[config.mk]
export PLATFORM = sky130hd
export DESIGN_NAME = mem_sram_ctrl
export DESIGN_NICKNAME = d
export VERILOG_FILES = /design/src/rtl/mem_sram_ctrl.sv
export SDC_FILE = /design/constraint.sdc
export NUM_CORES = 1
export LEC_CHECK = 0
export ABC_AREA = 1
export ABC_CLOCK_PERIOD_IN_PS = 1550
export BUFFER_PORTS_ARGS = -buffer_cell sky130_fd_sc_hd__clkbuf_2
export CORE_UTILIZATION = 50
export CTS_CLUSTER_SIZE = 28
export DETAILED_ROUTE_END_ITERATION = 10
export PLACE_DENSITY = 0.8
export SETUP_SLACK_MARGIN = 0.2
export SLEW_MARGIN = 20
export SYNTH_ARGS = -nofsm -noshare
export SYNTH_HDL_FRONTEND = slang
export SYNTH_SLANG_ARGS = --single-unit
[constraint.sdc]
create_clock -name clk -period 1.55 [get_ports clk]
set_clock_uncertainty 0.05 [all_clocks]
set_input_delay 0.0775 -clock clk [delete_from_list [all_inputs] [get_ports clk]]
set_output_delay 0.0775 -clock clk [all_outputs]
set_load 0.01 [all_outputs]
[src/rtl/mem_sram_ctrl.sv]
// mem_sram_ctrl: memory-stage controller splitting each 32-bit LDR/STR into two 16-bit SRAM transfers plus wait states.
module mem_sram_ctrl #(
  parameter int unsigned ADDR_BASE     = 1024,
  parameter int unsigned SRAM_AW       = 18,
  parameter int unsigned ACCESS_CYCLES = 6
) (
  input  logic               clk,
  input  logic               rst_n,
  input  logic               rd_en,
  input  logic               wr_en,
  input  logic [31:0]        address,
  input  logic [31:0]        write_data,
  output logic [31:0]        read_data,
  output logic               ready,
  output logic [SRAM_AW-1:0] sram_addr,
  output logic [15:0]        sram_dq_o,
  input  logic [15:0]        sram_dq_i,
  output logic               sram_dq_oe,
  output logic               sram_we_n
);
  localparam int unsigned WW = SRAM_AW - 1;
  localparam logic [3:0] WAIT_LD = 4'(ACCESS_CYCLES - 4);
  typedef enum logic [2:0] {IDLE, LO, HI, WAIT, DONE} state_t;
  state_t            state_q;
  logic [WW-1:0]     widx_d, widx_q;
  logic [15:0]       wdata_hi_q, dq_q;
  logic              is_wr_q, oe_q, we_n_q;
  logic [3:0]        cnt_q;
  logic [31:0]       read_data_q;
  logic [SRAM_AW-1:0] addr_q;
  assign widx_d     = WW'((address - 32'(ADDR_BASE)) >> 2);
  assign ready      = rst_n && (state_q == DONE || (state_q == IDLE && !rd_en && !wr_en));
  assign read_data  = read_data_q;
  assign sram_addr  = addr_q;
  assign sram_dq_o  = dq_q;
  assign sram_dq_oe = oe_q;
  assign sram_we_n  = we_n_q;
  // Bus outputs are registered one state ahead so they line up with LO/HI.
  always_ff @(posedge clk) begin
    if (!rst_n) begin
      state_q     <= IDLE;
      widx_q      <= '0;
      wdata_hi_q  <= '0;
      is_wr_q     <= 1'b0;
      cnt_q       <= '0;
      read_data_q <= '0;
      addr_q      <= '0;
      dq_q        <= '0;
      oe_q        <= 1'b0;
      we_n_q      <= 1'b1;
    end else begin
      case (state_q)
        IDLE: if (wr_en || rd_en) begin
          is_wr_q <= wr_en;
          widx_q  <= widx_d;
          addr_q  <= {widx_d, 1'b0};
          oe_q    <= wr_en;
          we_n_q  <= !wr_en;
          if (wr_en) begin
            wdata_hi_q <= write_data[31:16];
            dq_q       <= write_data[15:0];
          end
          state_q <= LO;
        end
        LO: begin
          if (!is_wr_q) read_data_q[15:0] <= sram_dq_i;
          if (is_wr_q) dq_q <= wdata_hi_q;
          addr_q  <= {widx_q, 1'b1};
          state_q <= HI;
        end
        HI: begin
          if (!is_wr_q) read_data_q[31:16] <= sram_dq_i;
          oe_q    <= 1'b0;
          we_n_q  <= 1'b1;
          cnt_q   <= WAIT_LD;
          state_q <= (ACCESS_CYCLES == 4) ? DONE : WAIT;
        end
        WAIT: begin
          cnt_q <= cnt_q - 4'd1;
          if (cnt_q <= 4'd1) state_q <= DONE;
        end
        DONE: state_q <= IDLE;
        default: state_q <= IDLE;
      endcase
    end
  end
endmodule

==> key figures <==
Drt
  – Initial DRC Count: 228
  – WL/cell: 15.8 um
  – Via count: 4932
  – DRC violations left: 0
  – Vias per cell: 5.44
  – Drt pass-1 iters: 5
  – Post-DRT Antenna Nets: 0
  – Total wire length: 14.3 mm

Logic synthesis
  – Cell count after synthesis: 593
  – Sequential share of the synthesized area: 49.6%
  – Synth unique cells: 29
  – Cell Area, Synth: 0.00440 sq mm
  – Syn_nets: 680
  – Synth Area per Inst: 7.41 sq um
  – Yosys reg bits: 109
  – Total number of yosys warnings: 0

Setup path
  – Sum of buffers and inverters on the critical path: 3
  – Worst Path Max Fanout: 8
  – Critical path arrival: 1690 ps
  – Largest stage delay, worst path: 390 ps
  – Largest delay share family, worst path: flip-flops
  – Top cell by count, worst path: buf_6
  – Crit-path cells: inv_4 > nor3_4 > buf_6 > nand2_8 > buf_6 > a21oi_1 > nor2_1
  – Slowest cell on crit path: dfxtp_4
  – Req. time, crit path: 1790 ps
  – Setup Crit Path Kind: flip-flop to flip-flop
  – Worst setup EP type: flip-flop
  – Kind of start point of the critical path: flip-flop

Clocking
  – Clock latency on the worst-skew pair: 380 ps
  – TritonCTS buffer count: 9
  – H-tree levels: 3
  – Total clock sinks: 109
  – CTS max path bufs: 2
  – Clock root buffer master: clkbuf_8
  – CTS tree: built
  – Clk pin slew, worst setup/hold paths: 110 ps

Run
  – Max cap viols: 0

Floorplanning
  – Chip height: 95.8 um
  – I/O pins: 153
  – DIE WIDTH: 95.8 um
  – Core Footprint: 0.00838 sq mm
  – Initial Util: 52.5%
  – DIE AREA: 0.00917 sq mm
  – Row count: 33

Global routing
  – Pin count of the biggest net entering global routing: 49
  – All-Layer GR Usage: 28.3%
  – Vias in the first global route: 4521
  – Grt total ovfl: 0
  – First-pass GRT wire length: 20.0 mm
  – Initial antenna violation count: 0

STA
  – Setup ws final: 100 ps
  – Pins Over Slew Limit: 0
  – Final Hold Fails: 0
  – Fmax: 690 MHz
  – Period utilization: 93.5%
  – TNS Setup: 0 ps
  – RSZ-0062 raised after global routing: yes
  – Slew Limit Headroom: 73.6%
  – Tmin final: 1450 ps
  – Worst slew pin tran: 396 ps
  – Setup violations, final: 0

Cells and area
  – Ant diodes: 0
  – Layout area overhead: 49.0%
  – FILL cells: 528
  – Final core occ: 78.1%
  – Nets: 883
  – Multi-input gate area in the final layout: 0.00220 sq mm
  – FF/Latch Area: 0.00219 sq mm
  – Layout cell share with drive strength beyond 1: 33.7%
  – Leading cell types in the layout, fill and taps excluded: clkbuf_2, nand2_1, dfxtp_1, a21oi_1, nor2_1
  – Post-route design area: 0.00655 sq mm
  – Commonest non-fill, non-tap cell in the layout: clkbuf_2

Placed design
  – Final HPWL DP: 8.17 mm
  – Post-Place Setup Slack: 64.5 ps
  – DP Area: 0.00526 sq mm
  – GPL Wtd Cong: 0.950
  – I/O Buffers: 137

Run status
  – Run status: finished clean

Power
  – PwrDens: 1330 mW/mm^2
  – Leakage power total: 2.94 nW
  – Pwr Total: 8.68 mW
  – Worst vdd ir: 681 uV

Hold path
  – Worst min path class: input port to flip-flop
final timing paths:
check	cells past startpoint	from	slack [ps]	endpoint
max	7	state_q[0]$_SDFFE_PN0P_	100	sram_dq_o[13]$_SDFFE_PN0P_
min	5	write_data[0]	5	sram_dq_o[0]$_SDFFE_PN0P_
max reg2reg	7	state_q[0]$_SDFFE_PN0P_	100	sram_dq_o[13]$_SDFFE_PN0P_
min reg2reg	2	wdata_hi_q[2]$_SDFFE_PN0P_	410	wdata_hi_q[2]$_SDFFE_PN0P_
kinds of logic (layout without fill, tap and decap cells):
kind of cell / Yosys count / in the layout / share of synthesized area, %
xor+xnor: 1 / 1 / 0.199
compound gates: 166 / 166 / 19.2
simple gates: 233 / 234 / 22.3
buf+inv: 81 / 288 / 7.83
fa+ha+maj: 3 / 3 / 0.854
flops: 109 / 109 / 49.6
synth_stat cells:
master       n  share of area (%)
clkinv_1     1              0.085
nor4_1       1               0.14
o21a_1       3               0.51
a21oi_1     89                 10
xnor2_1      1               0.20
inv_1       43                3.7
nand2_2      4               0.57
buf_4        3               0.51
inv_2        4               0.34
dfxtp_1    109                 50
o21ai_0     64                7.3
nor3_1       1               0.11
nor2_2       2               0.28
o2111ai_1    1               0.20
nand2_1    115                9.8
nand3_1     34                3.9
nor2_1      64                5.5
buf_1        1              0.085
a31oi_1      2               0.28
nand4_1      2               0.28
buf_6        2               0.51
nand3_2      1               0.23
ha_1         3               0.85
and2_1       8                1.1
clkbuf_2     1               0.11
clkbuf_1    16                1.4
buf_2       10                1.1
o21ai_1      7               0.80
nor3_4       1               0.37
metrics by stage:
step	instances	hold slack (ps)
CTS	891	9.60
finish	906	4.61
global route	906	43.9
detailed placement	822	288
floorplan	593	184
global placement	822	278
power breakdown:
part	switching, mW	total, mW	internal (mW)	leakage, nW
Combinational	1.84	3.27	1.44	1.93
Clock	1.02	1.84	0.814	0.105
Sequential	0.295	3.57	3.28	0.899
Total	3.15	8.68	5.53	2.94
routing by layer:
metal / part of all wire, % / global-route usage [%]
met2: 50 / 50.1
met1: 39 / 32.3
met5: 0 / 0
met3: 6.6 / 5.29
met4: 3.6 / 14.7
area by class of cell:
type | instances | area share [%]
timing repair buffer | 224 | 24.9
tap | 105 | 2.01
clock buffer | 11 | 2.16
sequential | 109 | 33.5
inverter | 48 | 3.00
multi-input combinational | 404 | 33.5
clock inverter | 5 | 0.993
sequential cells by signal, summed over array words and instances, names as in the netlist:
register / count
widx_q: 17
is_wr_q: 1
sram_dq_oe: 1
sram_we_n: 1
sram_addr: 18
state_q: 3
read_data: 32
cnt_q: 4
sram_dq_o: 16
wdata_hi_q: 16
what timing repair did:
action                                  4_1_cts  5_1_grt
setup buffers                                 4       14
endpoints found under the setup margin       72       81
resized for setup                            17      125
cloned                                        1        1
endpoints found under the hold margin        66        0
pin swaps                                     1       14
hold buffers                                 48        0
tightest hold or removal path, cell delays in order:
cell and delay (ps):
clkbuf_2 70, nand2_1 40, o21ai_0 80, o21ai_1 70, nor2_1 70
Note: power is estimated with default switching activity, not from simulation.
